===== config.mk =====
export PLATFORM = sky130hd
export DESIGN_NAME = uart_tx_queue
export DESIGN_NICKNAME = d
export VERILOG_FILES = /design/src/rtl/uart_tx_queue.sv
export SDC_FILE = /design/constraint.sdc
export NUM_CORES = 1
export LEC_CHECK = 0
export ABC_CLOCK_PERIOD_IN_PS = 2600
export CAP_MARGIN = 20
export CORE_MARGIN = 4
export CORE_UTILIZATION = 30
export CTS_BUF_LIST = sky130_fd_sc_hd__clkbuf_4
export CTS_CLUSTER_SIZE = 16
export DETAILED_ROUTE_END_ITERATION = 7
export PLACE_DENSITY = 0.58
export SLEW_MARGIN = 30
export SYNTH_ARGS = -nofsm -noshare
export SYNTH_HDL_FRONTEND = slang
export SYNTH_SLANG_ARGS = --single-unit

===== constraint.sdc =====
create_clock -name clk -period 2.6 [get_ports clk]
set_input_delay 0.52 -clock clk [delete_from_list [all_inputs] [get_ports clk]]
set_output_delay 0.52 -clock clk [all_outputs]
set_load 0.05 [all_outputs]

===== src/rtl/uart_tx_queue.sv =====
// Byte FIFO plus launch sequencer that feeds the UART transmit/tx_byte/tx_free handshake.
// Optional lossy mode for never-stall sources: define UART_TXQ_DROP_EN.
module uart_tx_queue #(
  parameter int DEPTH_LOG2 = 4
) (
  input  logic                  clk,
  input  logic                  rst,
  input  logic [7:0]            in_data,
  input  logic                  in_valid,
  output logic                  in_ready,
  input  logic                  flush,
  output logic                  uart_transmit,
  output logic [7:0]            uart_tx_byte,
  input  logic                  uart_tx_free,
  output logic [DEPTH_LOG2:0]   level,
  output logic                  empty,
  output logic                  full,
  output logic [7:0]            drop_count,
  output logic [1:0]            fsm_state
);

  localparam int DEPTH = 1 << DEPTH_LOG2;
  localparam logic [DEPTH_LOG2:0]   FULL_LEVEL = {1'b1, {DEPTH_LOG2{1'b0}}};
  localparam logic [DEPTH_LOG2-1:0] PTR_ONE    = 1;
  localparam logic [DEPTH_LOG2:0]   CNT_ONE    = 1;

  typedef enum logic [1:0] {
    IDLE   = 2'd0,
    LAUNCH = 2'd1,
    HOLD   = 2'd2
  } state_t;

  state_t                  state;
  logic [7:0]              mem [DEPTH];
  logic [DEPTH_LOG2-1:0]   wr_ptr;
  logic [DEPTH_LOG2-1:0]   rd_ptr;
  logic [DEPTH_LOG2:0]     count;
  logic                    push;
  logic                    pop;

  // Upstream handshake: a byte moves on in_valid & in_ready; in_ready depends
  // only on registered occupancy, so there is no path from in_valid to outputs.
  assign level     = count;
  assign empty     = (count == '0);
  assign full      = (count == FULL_LEVEL);
  assign fsm_state = state;

  // Flush wins over a push in the same cycle and also blocks a launch.
  assign push = in_valid && !full && !flush;
  assign pop  = (state == IDLE) && !empty && uart_tx_free && !flush;

`ifdef UART_TXQ_DROP_EN
  logic drop;

  assign in_ready = 1'b1;
  assign drop     = in_valid && full && !flush;

  always_ff @(posedge clk) begin
    if (rst) begin
      drop_count <= 8'h00;
    end else if (drop && (drop_count != 8'hFF)) begin
      drop_count <= drop_count + 8'd1;
    end
  end
`else
  assign in_ready   = !full;
  assign drop_count = 8'h00;
`endif

  always_ff @(posedge clk) begin
    if (push) begin
      mem[wr_ptr] <= in_data;
    end
  end

  always_ff @(posedge clk) begin
    if (rst || flush) begin
      wr_ptr <= '0;
      rd_ptr <= '0;
      count  <= '0;
    end else begin
      if (push) begin
        wr_ptr <= wr_ptr + PTR_ONE;
      end
      if (pop) begin
        rd_ptr <= rd_ptr + PTR_ONE;
      end
      case ({push, pop})
        2'b10:   count <= count + CNT_ONE;
        2'b01:   count <= count - CNT_ONE;
        default: count <= count;
      endcase
    end
  end

  // LAUNCH is the cycle the UART samples transmit; HOLD covers tx_free falling.
  always_ff @(posedge clk) begin
    if (rst) begin
      state         <= IDLE;
      uart_transmit <= 1'b0;
      uart_tx_byte  <= 8'h00;
    end else begin
      case (state)
        IDLE: begin
          if (pop) begin
            uart_tx_byte  <= mem[rd_ptr];
            uart_transmit <= 1'b1;
            state         <= LAUNCH;
          end
        end
        LAUNCH: begin
          uart_transmit <= 1'b0;
          state         <= HOLD;
        end
        HOLD: begin
          state <= IDLE;
        end
        default: begin
          uart_transmit <= 1'b0;
          state         <= IDLE;
        end
      endcase
    end
  end

endmodule


-- Yosys cells after proc, flatten, opt, wreduce, memory -nomap -nowiden
Memories as Yosys holds them, arrays and structs flattened. A register that Yosys moved wholly into a read port is not among the register bits.
Index checks and enable logic that the tools add are counted.
W data, S select, Z words.
- register bits: 16
- memory bits (writable): 128
- bits of input ports: 13
- output and inout port bits: 27
- logic and storage cells: 38
- memories: 1
- memories (memory ; words ; width ; rd ports ; clocked after Yosys merged registers in ; wr ports ; line ; RTL):
    mem ; 16 ; 8 ; 1 ; 1 ; 1 ; 34 ; logic [7:0] mem [DEPTH];
- $add $sub $neg: 4
- equal/unequal tests: 6
- muxes and demuxes: 7
- bitwise gates (word level): 1
- reduce and logical (&&, ||, !) cells: 14
- operator list (kind ; count):
    $pmux W5 S2 ; 1
    $add A4 B1 Y4 const B ; 2
    $add A5 B1 Y5 const B ; 1
    $eq A5 B5 Y1 const B ; 1
    $logic_and A1 B1 Y1 ; 5
    $logic_not A5 Y1 ; 1
    $sub A5 B1 Y5 const B ; 1
    $eq A2 B1 Y1 const B ; 2
    $eq A2 B2 Y1 const B ; 2
    $pmux W2 S2 ; 1
    $reduce_and A2 Y1 ; 2
    $logic_not A1 Y1 ; 3
    $mux W1 ; 3
    $logic_not A2 Y1 ; 1
    $mux W2 ; 1
    $ne A2 B2 Y1 const B ; 1
    $pmux W1 S2 ; 1
    $reduce_bool A2 Y1 ; 1
    $logic_or A1 B1 Y1 ; 1
    $not A1 Y1 ; 1

-- Logic depth before layout (Yosys ltp)
Gate-level depths: netlist of the first run.
- word-level depth: 7
- mapped depth: 10
- depth with buffers taken out: 9

-- Worst setup path before layout of the first run
Ideal clock, no wire load.
- path type: register to register
- start: reg count[0] (netlist: level[0])
- end: reg count[4] (netlist: level[4])
- setup time: 0.072 ns
- arrival time: 2.774 ns
- required time: 2.528 ns
- slack: -0.245 ns
- stages on the path, launching flop included: 10
- buffers on the path: 0
- clock period less this slack: 2.845 ns
- cell sequence: dfxtp_1 > nor4_4 > a211oi_1 > inv_1 > ha_1 > fa_1 > a21o_1 > a21oi_1 > mux2i_1 > mux2i_1
- longest elaborated chain between the ends: 7
- elaborated cells on any way between the ends: 15
- those cells by class: 2 x add/sub; 3 x eq/ne; 1 x mux; 9 x reduce/logical
- RTL lines (element ; line ; RTL):
    start: declaration ; 37 ; logic [DEPTH_LOG2:0] count;
    start signal: assignment ; 89 ; 2'b10: count <= count + CNT_ONE;
    start signal: assignment ; 90 ; 2'b01: count <= count - CNT_ONE;
    start signal: assignment ; 91 ; default: count <= count;
    $logic_not A5 Y1 ; 44 ; assign empty = (count == '0);
    $logic_not A1 Y1 ; 50 ; assign pop = (state == IDLE) && !empty && uart_tx_free && !flush;
    $logic_and A1 B1 Y1 (3 in a row) ; 50 ;
    $eq A2 B1 Y1 or $eq A2 B2 Y1 (tied branches) ; 88 ; case ({push, pop})
    $pmux W5 S2 or $reduce_bool A2 Y1 (tied branches) ; n/a ;
Parallel ways exist; a longest one is shown, timed or not.
A chain may end at the register's enable or synchronous reset.

-- Worst setup path after layout of the first run
- start: reg count[3] (netlist: level[3])
- end: out in_ready
- longest elaborated chain between the ends: 2
- RTL lines (element ; line ; RTL):
    $eq A5 B5 Y1 ; 45 ; assign full = (count == FULL_LEVEL);
    $logic_not A1 Y1 ; 66 ; assign in_ready = !full;
    end: declaration ; 10 ; output logic in_ready,
Every way passes these cells.

==> results.json, run 1 <==
{
  "finalCriticalPeriod_ns": 2.44,
  "pwr-share-clk": 0.357,
  "synth-warning-count": 0,
  "ant_nets": 0,
  "rsz0062_at_grt": "false",
  "critPathKind": "flop to primary output",
  "place_congestion": 0.812,
  "worstMarginPinSlew_ns": 0.700,
  "synth_edf_count": 128,
  "crit_path_max_fanout": 5,
  "synth_top_cell_by_area": "edfxtp_1",
  "period_share": 0.937,
  "syn_area_sq_mm": 0.00627,
  "start_kind": "flop",
  "relSlewSlack": 0.532,
  "synth_top_flop_cell": "edfxtp_1",
  "finalHoldViolCount": 0,
  "core_area_sq_mm": 0.0204,
  "p_seq_frac": 0.598,
  "synth_top_area_frac": 0.613,
  "combPwrFrac": 0.045,
  "p_leak_nw": 2.35,
  "met3_usage": 0.0298,
  "cts_sinks": 152,
  "async_flop_share": 0,
  "cts_buffer_depth": 2,
  "synthCells": 393,
  "rows": 52,
  "dp_hpwl_mm": 9.36,
  "track_usage": 0.119,
  "synth_commonest_cells": "edfxtp_1, mux2i_1, nor2_1",
  "syn_avg_cell_area_sq_um": 16.0,
  "num_vias": 3487,
  "grt_first_pass_wirelength_mm": 21.1,
  "worstReg2RegEnd": "level[4]",
  "wire_per_inst_um": 18.1,
  "cts_max_level": 4,
  "ff2ff_setup_slack_ns": 0.17,
  "stdcell_count": 739,
  "ys_types": 45,
  "die_w_um": 153,
  "dp_slack_ns": -0.475,
  "cts_tree": "done",
  "cts_inserted_buffers": 17,
  "synth_seq_cells": 152,
  "met1_usage": 0.153,
  "setup_viol_count_final": 0,
  "synth_most_common_cell": "edfxtp_1",
  "setup_slack_ns": 0.163,
  "fin_hold_ws_ns": 0.475,
  "grt_remaining_overflow": 0,
  "start_util": 0.308,
  "grt_max_degree": 23,
  "clock.fmax_ghz": 0.410,
  "clk_latency_ns": 0.55,
  "path_clk_slew_ns": 0.12,
  "avgViaCountPerCell": 4.72,
  "gr-max-usage-layer": "met2",
  "cts_root_buf": "clkbuf_4",
  "fin_area_sq_mm": 0.00739,
  "intPower_mw": 3.49,
  "antenna_found_initial": 1,
  "critPathCapture": "in_ready",
  "switchingPower_uw": 957,
  "placed_area_sq_mm": 0.00703,
  "met2_usage": 0.192,
  "vdd_ir_drop_max_uv": 216,
  "drc": 0,
  "final_max_slew_viol_count": 0,
  "dr.pass1.iters": 4,
  "placedCellCount": 705,
  "n_fill_cell": 1945,
  "areaGrowthSynthToFinish_pct": 17.9,
  "drive_gt1_frac": 0.199,
  "numPortBuffers": 31,
  "drt_iter0_drc": 245,
  "swShare": 0.215,
  "worstSetupStartpoint": "level[3]",
  "status": "complete, no violations",
  "grt_pass1_vias": 3640,
  "max-cap-violations": 0,
  "power_density_mw_per_mm2": 601,
  "synth_area_leaders": "edfxtp_1, dfxtp_1, mux2i_1, mux4_1, nor2_1",
  "required_ns": 2.08,
  "timing.rr.start": "level[3]",
  "clock_skew_ns": 0.0179,
  "ff2ff_path_depth": 8,
  "ioPinCount": 40,
  "arrival_ns": 1.92,
  "ys_seq_area_frac": 0.690,
  "crit_path_end_kind": "primary output",
  "die_height_um": 153,
  "wl_mm": 13.4,
  "hold_path_class": "flop to flop",
  "final_nets": 478,
  "die-area_sq_mm": 0.0233
}
==> logic make-up after synthesis <==
group | share of synthesized area
AOI/OAI and AO/OA | 0.0595
xor gates and xnor gates | 0.0126
adders and majority gates | 0.0212
buffers and inverters | 0.0349
DFF | 0.690
muxes | 0.118
other | 0.000598
and+or+nand+nor | 0.0633
==> power by group through the flow <==
stage               logic, mW  clock network [mW]  registers [mW]
global route            0.213                1.74            2.66
detailed placement      0.197                   0            2.71
floorplan              0.0944                   0            2.73
global placement        0.193                   0            2.71
finish                  0.199                1.59            2.66
CTS                     0.198                1.63            2.66
==> worst min path at each step <==
stage / from / to / cells after the start
finish: fsm_state[1] / fsm_state[1] / 1
global route: fsm_state[1] / fsm_state[1] / 1
CTS: fsm_state[1] / fsm_state[1] / 1
detailed placement: fsm_state[1] / fsm_state[1] / 1
global placement: fsm_state[1] / fsm_state[1] / 1
floorplan: wr_ptr[1] / wr_ptr[1] / 2
==> state kept, by name, indices dropped and copies added, names as in the netlist <==
signal,count
fsm_state,2
level,5
mem,128
rd_ptr,4
uart_transmit,1
uart_tx_byte,8
wr_ptr,4
==> critical path: stages, from the launching register on <==
cell	delay [ns]
dfxtp_2	0.38
nor4_4	0.43
nand2_1	0.12
dlygate4sd2_1	0.44
==> timing repair <==
item,4_1_cts,5_1_grt
pin swaps,0,1
hold buffers,0,0
setup buffers,0,1
setup endpoints to repair,1,1
resized for setup,1,4
==> area by class of cell <==
class	count	area, sq um	area share
clock buffers	19	143	0.0193
multi-input cells	211	1780	0.241
well taps	270	338	0.0457
flip-flops and latches	152	4340	0.587
repair buffers	65	584	0.0791
clock inverters	13	179	0.0242
inverters	8	30.0	0.00406
diodes	1	2.50	0.000339
==> cells in the final DEF (no fill, tap or decap), drive strengths merged, types with 2 or more instances in the layout <==
master / n
clkbuf: 19
a21oi: 5
o211ai: 2
bufinv: 4
dfxtp: 24
xor2: 5
nor3: 10
a311oi: 8
clkinv: 5
ha: 9
xnor2: 4
nand3: 3
mux2i: 47
o22ai: 21
nand3b: 2
nor2: 39
or3b: 2
nand2: 12
edfxtp: 128
mux4: 11
clkinvlp: 4
conb: 8
clkdlybuf4s50: 28
nor2b: 4
nand2b: 2
a22oi: 3
a21o: 2
buf: 36
inv: 8
==> through the flow <==
step / util / power (mW) / setup TNS, ns
2_1_floorplan: - / 2.82 / 0
3_3_place_gp: 0.345 / 2.91 / -0.697
3_5_place_dp: 0.345 / 2.91 / -1.06
4_1_cts: 0.361 / 4.48 / 0
5_1_grt: 0.363 / 4.61 / 0
6_report: 0.363 / 4.44 / 0
==> routing by layer <==
layer  vias to the layer above  wire length (um)
li1                       1626                 -
met1                      1757              6110
met2                        85              6380
met3                        19               590
met4                         0               319
met5                         -                 0
(Power assumes the default switching activity.)
==> run 2: changes to the inputs <==
Settings changed: REMOVE_ABC_BUFFERS set to 1.
==> run 2 against run 1 <==
  * Cell count fell by 0.41%
  * Total power fell by 2.8%
  * Flip-flop and latch count did not move
  * Design area fell by 0.93%
  * Clock skew rose by 0.0031 ns
  * Clock power fell by 8%
  * Critical path type unchanged
  * Largest power group unchanged
  * Highest routed layer unchanged
==> results.json, run 2 (synthesis gave the netlist of run 1 again) <==
{
  "status": "complete, no violations",
  "ff2ff_setup_slack_ns": 0.19,
  "pwr-share-clk": 0.340,
  "critPathKind": "flop to primary output",
  "grt_first_pass_wirelength_mm": 20.3,
  "rsz0062_at_grt": "true",
  "required_ns": 2.08,
  "cts_sinks": 152,
  "dp_hpwl_mm": 9.01,
  "clock.fmax_ghz": 0.403,
  "cpPeakStageDelay_ns": 0.81,
  "max-cap-violations": 0,
  "layout_common_cells": "edfxtp_1, mux2i_1, nor2_1, buf_4, clkdlybuf4s50_1",
  "fin_util": 0.360,
  "grt_remaining_overflow": 0,
  "cts_max_level": 4,
  "intPower_mw": 3.30,
  "rows": 52,
  "slowest_stage": "clkdlybuf4s50_1",
  "relSlewSlack": 0.539,
  "fin_setup_tns_ns": 0,
  "timing.rr.start": "level[0]",
  "stdcell_count": 736,
  "finalCriticalPeriod_ns": 2.48,
  "cts_root_buf": "clkbuf_4",
  "dr_wl_met2_mm": 6.50,
  "cts_buffer_depth": 2,
  "track_usage": 0.116,
  "ant_nets": 0,
  "fin_hold_ws_ns": 0.507,
  "placed_area_sq_mm": 0.00702,
  "dr.pass1.iters": 4,
  "worstReg2RegEnd": "level[4]",
  "place_congestion": 0.830,
  "wl_met1_mm": 5.81,
  "largest-register": "mem",
  "arrival_ns": 1.96,
  "numPortBuffers": 31,
  "ioPinCount": 40,
  "drt_iter0_drc": 329,
  "finalPower_mw": 4.32,
  "die_w_um": 153,
  "grt_max_degree": 26,
  "drc": 0,
  "dp_slack_ns": -0.361,
  "final_common_cell": "edfxtp_1",
  "die_height_um": 153,
  "areaGrowthSynthToFinish_pct": 16.8,
  "clock_skew_ns": 0.0210,
  "setup_slack_ns": 0.118,
  "drive_gt1_frac": 0.185,
  "p_leak_nw": 2.35,
  "power_density_mw_per_mm2": 590,
  "start_util": 0.308,
  "final_nets": 476,
  "ff2ff_path_depth": 9,
  "final_max_slew_viol_count": 0,
  "crit_path_end_kind": "primary output",
  "antenna_cells": 0,
  "maxUsedRoutingLayer": "met4",
  "clk_latency_ns": 0.57,
  "avgViaCountPerCell": 4.63,
  "crit_path_max_fanout": 5,
  "hold_path_class": "flop to flop",
  "finalHoldViolCount": 0,
  "combPwrFrac": 0.045,
  "die-area_sq_mm": 0.0233,
  "antenna_found_initial": 0,
  "p_seq_frac": 0.615,
  "swShare": 0.236,
  "core_area_sq_mm": 0.0204,
  "cts_tree": "done",
  "cts_inserted_buffers": 17,
  "setup_viol_count_final": 0,
  "num_vias": 3407,
  "grt_pass1_vias": 3400,
  "largest_reg_flops": 128,
  "worstSetupStartpoint": "level[0]",
  "critPathCapture": "level[0]",
  "period_share": 0.955,
  "start_kind": "flop",
  "ctsHoldBuffers": 0,
  "path_clk_slew_ns": 0.13,
  "switchingPower_mw": 1.02,
  "fin_area_sq_mm": 0.00732,
  "route.met3.wl_um": 587,
  "placedCellCount": 704,
  "cp_cell_sequence": "buf_4 > clkdlybuf4s50_1",
  "vdd_ir_drop_max_uv": 253,
  "wire_per_inst_um": 17.8,
  "worstMarginPinSlew_ns": 0.690,
  "cts_setup_buffers": 0,
  "wl_mm": 13.1
}
[run 2: cell count changes in the layout (fill, tap and decap cells not counted), sizes merged]
| cell | delta |
|---|---|
| buf | -2 |
| bufinv | -2 |
| diode | -1 |
| clkdlybuf4s50 | -1 |
| clkbuf | -2 |
| clkinvlp | -1 |
| dlymetal6s2s | +1 |
| inv | +5 |
[run 2: routing by layer]
layer	GRT usage	vias to the layer above
met2	0.187	68
li1	-	1628
met1	0.150	1701
met4	0.0407	0
met5	0	-
met3	0.0318	10
[run 2: timing repair]
item / in CTS / in global routing
gates cloned: 0 / 0
endpoints found under the setup margin: 1 / 5
resized for setup: 1 / 4
[run 2: layout make-up]
type,count,area (sq um)
fillers,1899,13000
flip-flops and latches,152,4330
multi-input cells,211,1750
repair buffers,63,576
well taps,270,338
clock inverters,15,170
clock buffers,17,128
inverters,8,30.0
[run 2: worst min path at each step]
stage	startpoint	end	slack, ns	cells past startpoint
floorplan	wr_ptr[1]	wr_ptr[1]	0.53	2
global placement	uart_transmit	uart_transmit	0.47	2
detailed placement	fsm_state[1]	fsm_state[1]	0.48	1
CTS	fsm_state[1]	fsm_state[1]	0.50	1
global route	fsm_state[1]	fsm_state[1]	0.52	1
finish	fsm_state[1]	fsm_state[1]	0.51	1
[run 2: power groups by stage]
stage / Combinational, mW / Clock [mW] / Sequential [mW]
after floorplan: 0.0797 / 0 / 2.73
after global placement: 0.192 / 0 / 2.71
after detailed placement: 0.196 / 0 / 2.71
after CTS: 0.196 / 1.51 / 2.66
after global routing: 0.209 / 1.62 / 2.66
final: 0.193 / 1.47 / 2.66
[run 2: worst max-delay path, delay by kind of cell (launching register included)]
family,cells,cell delay (ns)
flip-flops,1,0.42
buffers and inverters,2,0.99
==> run 3: changes to the inputs <==
Settings changed: ABC_CLOCK_PERIOD_IN_PS 2600 to not set, CELL_PAD_IN_SITES_DETAIL_PLACEMENT set to 0, CELL_PAD_IN_SITES_GLOBAL_PLACEMENT set to 2, PLACE_DENSITY 0.58 to 0.7.
==> run 3 against run 2 <==
  * Design area is essentially flat
  * Via count grew 1.4%
  * Total power fell by 1.0%
  * Clock power down 3%
  * Clock skew fell by 0.0037 ns
  * Combinational power hardly changed
  * Utilization barely moved
  * Global-route usage down 0.13 points
  * First-iteration DRC count fell by 9.7%
  * Hold slack worse by 0.0087 ns
  * Flip-flop and latch count is the same
  * Register-to-register slack worse by 0.03 ns
  * Largest cell class unchanged
  * Largest power group unchanged
==> results.json, run 3 (synthesis gave the netlist of run 1 again) <==
{
  "cts_inserted_buffers": 17,
  "clk_latency_ns": 0.53,
  "rows": 52,
  "grt_pass1_vias": 3555,
  "gr-max-usage-layer": "met2",
  "hp-start": "fsm_state[1]",
  "die-area_sq_mm": 0.0233,
  "finalHoldViolCount": 0,
  "critPathKind": "flop to primary output",
  "num_vias": 3453,
  "finalCriticalPeriod_ns": 2.48,
  "ff2ff_path_depth": 9,
  "met1_usage": 0.145,
  "place_congestion": 0.787,
  "setup_viol_count_final": 0,
  "hold_path_class": "flop to flop",
  "path_clk_slew_ns": 0.12,
  "ctsHoldBuffers": 0,
  "drt_iter0_drc": 297,
  "path_buf_inv": 2,
  "crit_path_end_kind": "primary output",
  "numPortBuffers": 31,
  "finalPower_mw": 4.28,
  "largest_reg_flops": 128,
  "die_height_um": 153,
  "fin_util": 0.360,
  "largest-register": "mem",
  "worstReg2RegEnd": "level[4]",
  "clock.fmax_ghz": 0.403,
  "avgViaCountPerCell": 4.65,
  "start_kind": "flop",
  "whs_path_depth": 1,
  "n_fill_cell": 1938,
  "dp_slack_ns": -0.323,
  "cpPeakStageDelay_ns": 0.59,
  "worstMarginPinSlew_ns": 0.674,
  "layout_common_cells": "edfxtp_1, mux2i_1, nor2_1, buf_4, clkdlybuf4s50_1",
  "final_common_cell": "edfxtp_1",
  "start_util": 0.308,
  "wl_mm": 13.1,
  "drive_gt1_frac": 0.191,
  "dp_hpwl_mm": 9.04,
  "cts_tree": "done",
  "ff2ff_setup_slack_ns": 0.16,
  "final_nets": 481,
  "cts_root_buf": "clkbuf_4",
  "cts_buffer_depth": 2,
  "placed_area_sq_mm": 0.00704,
  "timing.rr.start": "level[3]",
  "areaGrowthSynthToFinish_pct": 16.9,
  "crit_path_max_fanout": 5,
  "arrival_ns": 1.96,
  "grt_max_degree": 33,
  "rsz0062_at_grt": "false",
  "final_max_slew_viol_count": 0,
  "path_common_cell": "buf_4",
  "required_ns": 2.08,
  "cts_sinks": 152,
  "fin_area_sq_mm": 0.00733,
  "min_to": "fsm_state[1]",
  "core_area_sq_mm": 0.0204,
  "drc": 0,
  "relSlewSlack": 0.550,
  "power_density_mw_per_mm2": 584,
  "ant_nets": 0,
  "status": "complete, no violations",
  "critical-path-top-delay-family": "simple AND/OR/NAND/NOR gates",
  "grt_first_pass_wirelength_mm": 20.4,
  "fin_setup_tns_ns": 0,
  "cts_max_level": 4,
  "grt_remaining_overflow": 0,
  "period_share": 0.955,
  "cp_cell_sequence": "buf_4 > or4_4 > nor2_1 > buf_4",
  "wire_per_inst_um": 17.7,
  "slowest_stage": "or4_4",
  "clock_skew_ns": 0.0173,
  "dr.pass1.iters": 4,
  "setup_slack_ns": 0.117,
  "p_leak_nw": 2.34,
  "met2_usage": 0.193,
  "ioPinCount": 40,
  "max-cap-violations": 0,
  "track_usage": 0.114,
  "antenna_found_initial": 1,
  "vdd_ir_drop_max_uv": 206,
  "die_w_um": 153,
  "met3_usage": 0.0284
}
==> run 3: cell types whose count changed in the layout (fill, tap and decap cells not counted), sizes merged <==
cell and change:
dlymetal6s2s -1, diode +1, inv -2, buf +5
clkbuf +1, clkdlybuf4s50 +1, clkinvlp +1
==> run 3: worst register-to-register path: stages (launching register included) <==
cell and delay, ns:
dfxtp_1 0.48, nor4_4 0.09, a211oi_1 0.31, inv_1 0.08, ha_1 0.25, fa_1 0.40, a21o_1 0.17, a21oi_1 0.17
mux2i_1 0.23, mux2i_1 0.19
==> run 3: what timing repair did <==
| action | CTS | global route |
|---|---|---|
| hold endpoints to repair | 0 | 0 |
| setup buffers | 0 | 0 |
| resized for setup | 1 | 1 |
| endpoints found under the setup margin | 1 | 1 |
==> run 3: worst max path at each step <==
stage                     startpoint       end  depth (start not counted)
after detailed placement       flush  level[3]                         10
after floorplan             level[4]  level[4]                          8
final                       level[0]     empty                          4
after global placement         flush  level[4]                          9
after global routing        level[3]  level[4]                          9
after CTS                   level[0]     empty                          4
==> run 3: final cells by class <==
class,count,area (sq um),share of cell area
clock buffers,18,135,0.0184
inverters,8,30.0,0.00410
well taps,270,338,0.0461
flip-flops and latches,152,4330,0.591
repair buffers,68,594,0.0811
multi-input cells,211,1750,0.239
diodes,1,2.50,0.000342
clock inverters,14,148,0.0202
==> run 3: power by group <==
group          total, mW  internal (mW)  leakage [nW]  switching, mW
Sequential          2.66           2.65          1.35        0.00745
Combinational      0.191         0.0599         0.848          0.131
Clock               1.43          0.585         0.143          0.845
Total               4.28           3.29          2.34          0.983
==> run 3: routing by layer <==
metal | up-vias | share of wire | wire (um)
li1 | 1628 | - | -
met1 | 1736 | 0.44 | 5730
met2 | 75 | 0.50 | 6610
met3 | 14 | 0.048 | 627
met4 | 0 | 0.012 | 157
met5 | - | 0 | 0
==> run 3: metrics by stage <==
step	instances	hold slack (ns)
after floorplan	371	0.533
after global placement	709	0.472
after detailed placement	709	0.482
after CTS	741	0.505
after global routing	742	0.530
final	742	0.498
